### config.mk
export PLATFORM = sky130hd
export DESIGN_NAME = lsu_misalign_flat
export DESIGN_NICKNAME = d
export VERILOG_FILES = /design/src/rtl/lsu_pkg.sv /design/src/rtl/lsu_misalign_if.sv /design/src/rtl/lsu_align.sv /design/src/rtl/lsu_misalign.sv /design/src/flat_wrapper.sv
export SDC_FILE = /design/constraint.sdc
export NUM_CORES = 1
export LEC_CHECK = 0
export CORE_ASPECT_RATIO = 1.4
export CORE_MARGIN = 3
export CORE_UTILIZATION = 50
export CTS_CLUSTER_DIAMETER = 200
export CTS_CLUSTER_SIZE = 10
export DETAILED_ROUTE_END_ITERATION = 6
export PLACE_DENSITY = 0.8
export SETUP_SLACK_MARGIN = 0.3
export SYNTH_ARGS = -nofsm -noshare
export SYNTH_HDL_FRONTEND = slang
export SYNTH_SLANG_ARGS = --single-unit
export TNS_END_PERCENT = 30
### constraint.sdc
create_clock -name clk -period 3 [get_ports clk]
set_input_delay 0.6 -clock clk [delete_from_list [all_inputs] [get_ports clk]]
set_output_delay 0.6 -clock clk [all_outputs]
set_load 0.005 [all_outputs]
### src/rtl/lsu_pkg.sv
// lsu_pkg: shared funct3 codes, FSM states and decode helpers for the load/store unit
package lsu_pkg;
  localparam logic [2:0] F3_B  = 3'b000;
  localparam logic [2:0] F3_H  = 3'b001;
  localparam logic [2:0] F3_W  = 3'b010;
  localparam logic [2:0] F3_BU = 3'b100;
  localparam logic [2:0] F3_HU = 3'b101;

  typedef enum logic [1:0] {IDLE, BEAT0, BEAT1, DONE} state_t;

  function automatic logic [3:0] size_mask(input logic [2:0] f3);
    return f3[1:0] == 2'b00 ? 4'b0001 : f3[1:0] == 2'b01 ? 4'b0011 : f3[1:0] == 2'b10 ? 4'b1111 : 4'b0000;
  endfunction

  function automatic logic is_legal(input logic we, input logic [2:0] f3);
    return we ? (f3 == F3_B || f3 == F3_H || f3 == F3_W)
              : (f3 == F3_B || f3 == F3_H || f3 == F3_W || f3 == F3_BU || f3 == F3_HU);
  endfunction
endpackage

### src/rtl/lsu_misalign_if.sv
// lsu_misalign_if: core request/response and RAM port bundle of the load/store unit
interface lsu_misalign_if #(parameter int ADDR_W = 32);
  logic              req_valid;
  logic              req_ready;
  logic              req_we;
  logic [2:0]        req_funct3;
  logic [ADDR_W-1:0] req_addr;
  logic [31:0]       req_wdata;
  logic              resp_valid;
  logic [31:0]       resp_rdata;
  logic              resp_err;
  logic              mem_we;
  logic [3:0]        mem_wmask;
  logic [ADDR_W-1:0] mem_address;
  logic [31:0]       mem_data_in;
  logic [31:0]       mem_data_out;

  modport slave (
    input  req_valid, req_we, req_funct3, req_addr, req_wdata, mem_data_out,
    output req_ready, resp_valid, resp_rdata, resp_err, mem_we, mem_wmask, mem_address, mem_data_in
  );

  modport master (
    output req_valid, req_we, req_funct3, req_addr, req_wdata, mem_data_out,
    input  req_ready, resp_valid, resp_rdata, resp_err, mem_we, mem_wmask, mem_address, mem_data_in
  );
endinterface

### src/rtl/lsu_align.sv
// lsu_align: byte-lane mask, write-data positioning and load extract/extend
module lsu_align
  import lsu_pkg::*;
(
  input  logic [1:0]  i_off,
  input  logic [2:0]  i_funct3,
  input  logic [31:0] i_wdata,
  input  logic [31:0] i_hi,
  input  logic [31:0] i_lo,
  output logic [7:0]  o_m8,
  output logic [63:0] o_d64,
  output logic [31:0] o_rdata
);
  logic [31:0] w_sh;

  assign o_m8  = {4'b0000, size_mask(i_funct3)} << i_off;
  assign o_d64 = {32'b0, i_wdata} << {i_off, 3'b000};
  assign w_sh  = 32'({i_hi, i_lo} >> {i_off, 3'b000});

  assign o_rdata = i_funct3 == F3_B  ? {{24{w_sh[7]}}, w_sh[7:0]}
                 : i_funct3 == F3_H  ? {{16{w_sh[15]}}, w_sh[15:0]}
                 : i_funct3 == F3_W  ? w_sh
                 : i_funct3 == F3_BU ? {24'b0, w_sh[7:0]}
                 : i_funct3 == F3_HU ? {16'b0, w_sh[15:0]}
                 : 32'b0;
endmodule

### src/rtl/lsu_misalign.sv
// lsu_misalign: splits RV32I loads/stores into one or two word-aligned byte-masked RAM beats
module lsu_misalign
  import lsu_pkg::*;
#(
  parameter int ADDR_W = 32
) (
  input logic clk,
  input logic rst_n,
  lsu_misalign_if.slave bus
);
  state_t            r_state, w_next;
  logic              r_we;
  logic [2:0]        r_f3;
  logic [ADDR_W-1:0] r_addr;
  logic [31:0]       r_wdata, r_lo, r_hi;
  logic [7:0]        w_m8;
  logic [63:0]       w_d64;
  logic [31:0]       w_rdata;
  logic [ADDR_W-1:0] w_base;
  logic              w_legal, w_acc;

  assign w_acc   = bus.req_valid && r_state == IDLE;
  assign w_legal = is_legal(r_we, r_f3);
  assign w_base  = {r_addr[ADDR_W-1:2], 2'b00};

  lsu_align u_align (
    .i_off    (r_addr[1:0]),
    .i_funct3 (r_f3),
    .i_wdata  (r_wdata),
    .i_hi     (r_hi),
    .i_lo     (r_lo),
    .o_m8     (w_m8),
    .o_d64    (w_d64),
    .o_rdata  (w_rdata)
  );

  // FSM state register
  always_ff @(posedge clk or negedge rst_n)
    if (!rst_n) r_state <= IDLE;
    else        r_state <= w_next;

  // request capture at accept; RAM read words captured at the end of each beat
  always_ff @(posedge clk or negedge rst_n)
    if (!rst_n) begin
      r_we    <= 1'b0;
      r_f3    <= 3'b0;
      r_addr  <= '0;
      r_wdata <= 32'b0;
      r_lo    <= 32'b0;
      r_hi    <= 32'b0;
    end else begin
      if (w_acc) begin
        r_we    <= bus.req_we;
        r_f3    <= bus.req_funct3;
        r_addr  <= bus.req_addr;
        r_wdata <= bus.req_wdata;
        r_hi    <= 32'b0;
      end
      if (r_state == BEAT0) r_lo <= bus.mem_data_out;
      if (r_state == BEAT1) r_hi <= bus.mem_data_out;
    end

  // next state and all outputs; RAM side decodes only from state and registered request
  always_comb begin
    w_next          = r_state;
    bus.req_ready   = 1'b0;
    bus.resp_valid  = 1'b0;
    bus.resp_rdata  = 32'b0;
    bus.resp_err    = 1'b0;
    bus.mem_we      = 1'b0;
    bus.mem_wmask   = 4'b0;
    bus.mem_address = '0;
    bus.mem_data_in = 32'b0;
    case (r_state)
      IDLE: begin
        bus.req_ready = 1'b1;
        if (bus.req_valid) w_next = is_legal(bus.req_we, bus.req_funct3) ? BEAT0 : DONE;
      end
      BEAT0: begin
        bus.mem_we      = r_we;
        bus.mem_wmask   = w_m8[3:0];
        bus.mem_address = w_base;
        bus.mem_data_in = w_d64[31:0];
        w_next          = |w_m8[7:4] ? BEAT1 : DONE;
      end
      BEAT1: begin
        bus.mem_we      = r_we;
        bus.mem_wmask   = w_m8[7:4];
        bus.mem_address = w_base + ADDR_W'(4);
        bus.mem_data_in = w_d64[63:32];
        w_next          = DONE;
      end
      default: begin
        bus.resp_valid = 1'b1;
        bus.resp_err   = !w_legal;
        bus.resp_rdata = (!r_we && w_legal) ? w_rdata : 32'b0;
        w_next         = IDLE;
      end
    endcase
  end
endmodule

### src/flat_wrapper.sv
// flat-port wrapper written by rule: the top's interface ports become plain ports
module lsu_misalign_flat import lsu_pkg::*;
#(
  parameter int ADDR_W = 32
)
  (clk, rst_n, bus_req_valid, bus_req_we, bus_req_funct3, bus_req_addr, bus_req_wdata, bus_mem_data_out, bus_req_ready, bus_resp_valid, bus_resp_rdata, bus_resp_err, bus_mem_we, bus_mem_wmask, bus_mem_address, bus_mem_data_in);
  lsu_misalign_if #(.ADDR_W(ADDR_W)) bus_i ();
  input logic clk;
  input logic rst_n;
  input wire logic [$bits(bus_i.req_valid)-1:0] bus_req_valid;
  input wire logic [$bits(bus_i.req_we)-1:0] bus_req_we;
  input wire logic [$bits(bus_i.req_funct3)-1:0] bus_req_funct3;
  input wire logic [$bits(bus_i.req_addr)-1:0] bus_req_addr;
  input wire logic [$bits(bus_i.req_wdata)-1:0] bus_req_wdata;
  input wire logic [$bits(bus_i.mem_data_out)-1:0] bus_mem_data_out;
  output wire logic [$bits(bus_i.req_ready)-1:0] bus_req_ready;
  output wire logic [$bits(bus_i.resp_valid)-1:0] bus_resp_valid;
  output wire logic [$bits(bus_i.resp_rdata)-1:0] bus_resp_rdata;
  output wire logic [$bits(bus_i.resp_err)-1:0] bus_resp_err;
  output wire logic [$bits(bus_i.mem_we)-1:0] bus_mem_we;
  output wire logic [$bits(bus_i.mem_wmask)-1:0] bus_mem_wmask;
  output wire logic [$bits(bus_i.mem_address)-1:0] bus_mem_address;
  output wire logic [$bits(bus_i.mem_data_in)-1:0] bus_mem_data_in;
  assign bus_i.req_valid = bus_req_valid;
  assign bus_i.req_we = bus_req_we;
  assign bus_i.req_funct3 = bus_req_funct3;
  assign bus_i.req_addr = bus_req_addr;
  assign bus_i.req_wdata = bus_req_wdata;
  assign bus_i.mem_data_out = bus_mem_data_out;
  assign bus_req_ready = bus_i.req_ready;
  assign bus_resp_valid = bus_i.resp_valid;
  assign bus_resp_rdata = bus_i.resp_rdata;
  assign bus_resp_err = bus_i.resp_err;
  assign bus_mem_we = bus_i.mem_we;
  assign bus_mem_wmask = bus_i.mem_wmask;
  assign bus_mem_address = bus_i.mem_address;
  assign bus_mem_data_in = bus_i.mem_data_in;
  lsu_misalign #(.ADDR_W(ADDR_W)) u_core (.clk(clk), .rst_n(rst_n), .bus(bus_i));
endmodule
# [After elaboration in Yosys (flattened, before gate mapping)]
# Index checks and enable logic that the tools add are counted.
[totals] regBits=134 inputBits=103 output_inout_bits=104
[op_classes] addsub=1 eq_ne=13 shift=3 n_mux=25 n_reduce_logical=20
[op_table] cell="2-to-1 mux 32 bit" count=7
[op_table] cell="case mux 32 bit (2 select lines)" count=2
[op_table] cell="<< shifter 32 x 5 -> 64 bit" count=1
[op_table] cell=">> shifter 64 x 5 -> 32 bit" count=1
[op_table] cell="adder 32 x 3 -> 32 bit, second input constant" count=1
[op_table] cell="2-to-1 mux 16 bit" count=2
[op_table] cell="== test 3 bit, second input constant" count=4
[op_table] cell="2-to-1 mux 4 bit" count=3
[op_table] cell="logical OR 1 bit" count=8
[op_table] cell="case mux 4 bit (2 select lines)" count=1
[op_table] cell="<< shifter 4 x 2 -> 8 bit" count=1
[op_table] cell="2-to-1 mux 1 bit" count=7
[op_table] cell="== test 3 x 1 -> 1 bit, second input constant" count=2
[op_table] cell="== test 3 x 2 -> 1 bit, second input constant" count=2
[op_table] cell="zero test 3 bit" count=2
[op_table] cell="case mux 2 bit (3 select lines)" count=1
[op_table] cell="== test 2 x 1 -> 1 bit, second input constant" count=2
[op_table] cell="== test 2 bit, second input constant" count=2
[op_table] cell="zero test 2 bit" count=2
[op_table] cell="2-to-1 mux 2 bit" count=2
[op_table] cell="OR reduction 4 bit" count=1
[op_table] cell="OR reduction 3 bit" count=1
[op_table] cell="logical AND 1 bit" count=2
[op_table] cell="zero test 1 bit" count=2
[op_table] cell="other kinds (3)" count=3

# [Longest topological paths before layout]
[logic_depth] ltp_word=9 ltp_mapped=9 ltp_nobuf=7

# [Cells and area by module]
# From an unflattened synthesis, not the netlist that was laid out.
[unflattened] cells_unflattened=944 area_unflattened_um2=9225.1
[by_module_without_submodules] mod="lsu_misalign" instances=1 cells_each=693 area_each_um2=7070.5 seq_area_each_um2=3353.2
[by_module_without_submodules] mod="lsu_align" instances=1 cells_each=251 area_each_um2=2154.6 seq_area_each_um2=0.0

# [Worst setup path after synthesis]
# Ideal clock, no wire load.
[synth_path] path_kind="register to output" from="reg u_core.r_f3[0]" to="out bus_resp_rdata[21]" t_arrival_ns=1.901 t_required_ns=2.400 path_slack_ns=0.499 stages_incl_launch_ff=9 n_path_buf=1 path_cell_list="dfrtp_1 inv_1 ha_1 nor2b_1 or3_1 nand3b_1 o21bai_2 clkbuf_1 a21oi_1"
[synth_between] elab_chain_cells=9 word_cells_on_any_way=16 cone_classes="eq/ne: 4; mux: 6; reduce/logical: 6"
[synth_rtl] element="from (decl)" line_no="lsu_misalign.sv:13" rtl="logic [2:0] r_f3;"
[synth_rtl] element="from (signal assigned)" line_no="lsu_misalign.sv:54" rtl="r_f3 <= bus.req_funct3;"
[synth_rtl] element="== test 3 x 1 -> 1 bit / zero test 3 bit (equally long branches)"
[synth_rtl] element="logical OR 1 bit (2 in a row)" line_no="lsu_pkg.sv:16, lsu_pkg.sv:17"
[synth_rtl] element="logical OR 1 bit (2 in a row)" line_no="lsu_pkg.sv:17" rtl=": (f3 == F3_B || f3 == F3_H || f3 == F3_W || f3 == F3_BU || f3 == F3_HU);"
[synth_rtl] element="2-to-1 mux 1 bit" line_no="lsu_pkg.sv:16" rtl="return we ? (f3 == F3_B || f3 == F3_H || f3 == F3_W)"
[synth_rtl] element="logical AND 1 bit" line_no="lsu_misalign.sv:96" rtl="bus.resp_rdata = (!r_we && w_legal) ? w_rdata : 32'b0;"
[synth_rtl] element="2-to-1 mux 32 bit *" line_no="lsu_misalign.sv:96"
[synth_rtl] element="2-to-1 mux 32 bit *" line_no="lsu_misalign.sv:74" rtl="case (r_state)"
[synth_rtl] element="to (decl)" line_no="flat_wrapper.sv:18" rtl="output wire logic [$bits(bus_i.resp_rdata)-1:0] bus_resp_rdata;"
# Mark *: on every way between the ends. The rest lies on a longest branch, timed or not.

# [Worst setup path after layout]
[layout_path] from="reg u_core.r_f3[1]" to="out bus_mem_wmask[1]"
[layout_between] elab_chain_cells=6 word_cells_on_any_way=8 cone_classes="eq/ne: 2; shift: 1; mux: 4; reduce/logical: 1"
[layout_rtl] element="== test 2 bit" line_no="lsu_pkg.sv:12" rtl="return f3[1:0] == 2'b00 ? 4'b0001 : f3[1:0] == 2'b01 ? 4'b0011 : f3[1:0] == 2'b10 ? 4'b1111 : 4'b0000;"
[layout_rtl] element="2-to-1 mux 4 bit (2 in a row)" line_no="lsu_pkg.sv:12"
[layout_rtl] element="2-to-1 mux 4 bit *" line_no="lsu_pkg.sv:12"
[layout_rtl] element="<< shifter 4 x 2 -> 8 bit *" line_no="lsu_align.sv:16" rtl="assign o_m8 = {4'b0000, size_mask(i_funct3)} << i_off;"
[layout_rtl] element="case mux 4 bit (2 select lines) *" line_no="lsu_misalign.sv:74"
[layout_rtl] element="to (decl)" line_no="flat_wrapper.sv:21" rtl="output wire logic [$bits(bus_i.mem_wmask)-1:0] bus_mem_wmask;"
# Marked as above.

==> impl_results.md <==
* Number of vias per cell at 6.42
* Net switching power at 6.03 mW
* Combinational share of power at 0.620
* Pwr Density at approximately 1200 nW/um^2
* WS Path Type: reg2out
* Die ar. at 17,700 um^2
* Max-slew headroom at 0.494
* FP Rows at 54
* RSZ-0062 raised after global routing: yes
* Nets at 1,191
* Initial antenna violation count at 0
* Max_cap viols at 0
* Ys Warns at 0
* Cell variety after synth at 46
* Die height at roughly 160 um
* Most frequent cells after synthesis: dfrtp_1, mux2_2, nand2_1
* Synth async-reset ratio at 1.00
* CTS root buffer: clkbuf_16
* Initial Utilization at 0.515
* Non-Filler Instances at between 1,000 and 1,500
* # hold bufs at CTS at 0
* Port bufs at roughly 200
* Most instantiated library cell after synthesis: dfrtp_1
* Crit path max fanout at 3
* Global-route wire length before repair at 41,300 um
* Core ar. at 15,700 um^2
* Final Critical Period at 2.99 ns
* H-tree levels at 4
* Pre-CTS worst setup slack at 0.0576 ns
* Worst-path clk slew at about 0.060 ns
* Fmax at 0.335 GHz
* Worst path buffer plus inverter count at 3
* Fin. max-slew vios at 0
* Synth area leaders: dfrtp_1, mux2_2, mux4_2, nand2_1, o21ai_0
* Tot Pwr at 14.6 mW
* Final core utilization at 0.791
* Max VDD drop at 692 uV
* Routed WL at around 30,000 um
* Post-synth top flop: dfrtp_1
* CP Capture Type: output pin
* Startpoint Class: flip-flop
* Gr usage total at 0.294
* CP delay by family, top: buffers and inverters
* Synth Register Bits at around 130
* Min-delay worst type: in2async
* Drt pass-1 iters at 5
* GR Overflow Total at 0
* Internal power at between 8 and 9 mW
* Period utilization at 0.996
* Number of synthesized flops with an enable pin at 0
* Die Wd at 113 um
* Inst Count DP at ~1,200
* Final hold violation count at 0
* Fill cell count at a little under 900
* Antenna-violating nets left at 0
* Num CTS Buffers at 17
* Status: completed
* Critical-path top delay cell: clkdlybuf4s50_1
* Setup Viol. Count Final at 0
* Layout Area Growth over Synthesis at 53.7%
* Clk network pwr share at 0.136
* Routed len/inst at 23.3 um
* Leakage at around 5.7 nW
* Clock Latency Late Sink at 0.42 ns
* Pin count of the biggest net entering global routing at 53
* Setup Skew at between 0.004 and 0.005 ns
* Iter 0 DRT Violations at 821
* Crit path DAT at 2.39 ns
* CP peak stage delay at between 0.5 and 0.6 ns
* Switching share of power at 0.414
* Ports at 207
* Gpl congestion at between 0.8 and 0.9
* Synthesized cell area at approximately 8100 um^2
* Seq/Total Area, Yosys at 0.391
* Tightest Pin Transition at 0.758 ns
* CP Cell Sequence: buf_4 > ha_1 > inv_1 > mux2_2 > a32oi_1 > nor2b_1 > clkdlybuf4s50_1
* TritonCTS clock tree: done
* # diodes at 0
* Synth area leader: dfrtp_1
* Worst path required time at 2.40 ns
* Synth top area share at 0.391
* Via count at 8,258
* Clock net sink count at ~130
* Vias in the first global route at 7,852
* Layout cells sized above 1 at 0.436
* Syn_area_per_cell at 10.1 um^2
* Detailed Place HPWL at 16,500 um
* Mapped Cells at 798
* Max clock buf depth at 2
* Setup ws final at 0.0109 ns
* Drt drc at 0
* Final hold slack at 0.232 ns
* Flop pwr share at 0.243
==> cell type report <==
| class | count | area, um^2 | share of cell area |
|---|---|---|---|
| Clock buffer | 19 | 453 | 0.0365 |
| Clock inverter | 12 | 113 | 0.00908 |
| Inverter | 11 | 41.3 | 0.00333 |
| Multi-Input combinational cell | 598 | 5200 | 0.419 |
| Sequential cell | 126 | 3170 | 0.256 |
| Tap cell | 196 | 245 | 0.0198 |
| Timing Repair Buffer | 325 | 3180 | 0.256 |
==> worst register-to-register path: stages (launching register included) <==
cell and delay [ns]:
dfrtp_1 0.37, inv_2 0.09, ha_4 0.20, nand2_4 0.46, buf_12 0.28, mux2_2 0.36
==> per-layer routing <==
metal / global-route usage / wire, um / vias up / part of all wire
li1: - / - / 3478 / -
met1: 0.354 / 10600 / 4040 / 0.35
met2: 0.517 / 15400 / 592 / 0.51
met3: 0.0650 / 2460 / 148 / 0.082
met4: 0.105 / 1570 / 0 / 0.052
met5: 0 / 0 / - / 0
==> flip-flops by register name, summed over array words and instances, names as in the netlist <==
register        flops
u_core.r_state      2
u_core.r_lo        32
u_core.r_f3         3
u_core.r_addr      32
u_core.r_we         1
u_core.r_wdata     32
u_core.r_hi        24
==> placed cells by master (no fill, tap or decap), drive strengths merged, types with 9 or more instances in the layout <==
| cell type | synthesis | layout |
|---|---|---|
| buf | 31 | 169 |
| dfrtp | 126 | 126 |
| mux2 | 116 | 116 |
| nand2 | 114 | 114 |
| clkdlybuf4s50 | 0 | 107 |
| o21ai | 68 | 68 |
| a21oi | 40 | 40 |
| nor2b | 34 | 34 |
| dlymetal6s2s | 0 | 31 |
| clkbuf | 36 | 31 |
| mux2i | 29 | 29 |
| mux4 | 28 | 28 |
| a22oi | 18 | 18 |
| nor2 | 17 | 17 |
| nand3 | 16 | 16 |
| inv | 11 | 14 |
| and2 | 13 | 13 |
| a31oi | 11 | 11 |
| a22o | 9 | 9 |
| o22ai | 9 | 9 |
| ha | 9 | 9 |
==> kinds of logic after synthesis <==
kind of cell,after synthesis,share of synthesized area
other,1,0.000465
flip-flops,126,0.391
AO/OA/AOI/OAI,178,0.132
AND/OR/NAND/NOR,233,0.145
adder cells (fa/ha/maj),9,0.0140
multiplexers,173,0.276
buffers and inverters,78,0.0417
==> power by group through the flow <==
| stage | combinational, mW | sequential [mW] | clock (mW) |
|---|---|---|---|
| finish | 9.04 | 3.55 | 1.99 |
| global route | 9.56 | 3.61 | 2.08 |
| detailed placement | 6.64 | 3.48 | 0 |
| floorplan | 4.50 | 3.14 | 0 |
| global placement | 6.52 | 3.43 | 0 |
| CTS | 7.82 | 3.41 | 1.99 |
==> final timing paths <==
check | start | slack (ns) | to | cells past startpoint
setup / recovery | u_core.r_f3[1] | 0.01 | bus_mem_wmask[1] | 7
hold / removal | rst_n | 0.23 | u_core.r_addr[21] | 1
setup reg to reg | u_core.r_state[0] | 1.12 | u_core.r_wdata[24] | 5
hold reg to reg | u_core.r_lo[4] | 0.51 | u_core.r_lo[4] | 1
max in group asynchronous | rst_n | 2.06 | u_core.r_wdata[7] | 2
min in group clk | u_core.r_lo[4] | 0.51 | u_core.r_lo[4] | 1
==> per-stage QoR <==
| step | TNS [ns] | area (um^2) |
|---|---|---|
| after floorplan | 0 | 8070 |
| after global placement | 0 | 10500 |
| after detailed placement | 0 | 10500 |
| after CTS | 0 | 11800 |
| after global routing | -0.132 | 12400 |
| final | 0 | 12400 |
==> timing repair <==
item | 4_1_cts | 5_1_grt
cloned | 6 | 2
pin swaps | 11 | 33
resized for setup | 256 | 231
endpoints found under the setup margin | 100 | 100
buffers inserted | 60 | 14
Note: power is estimated with default switching activity, not from simulation.
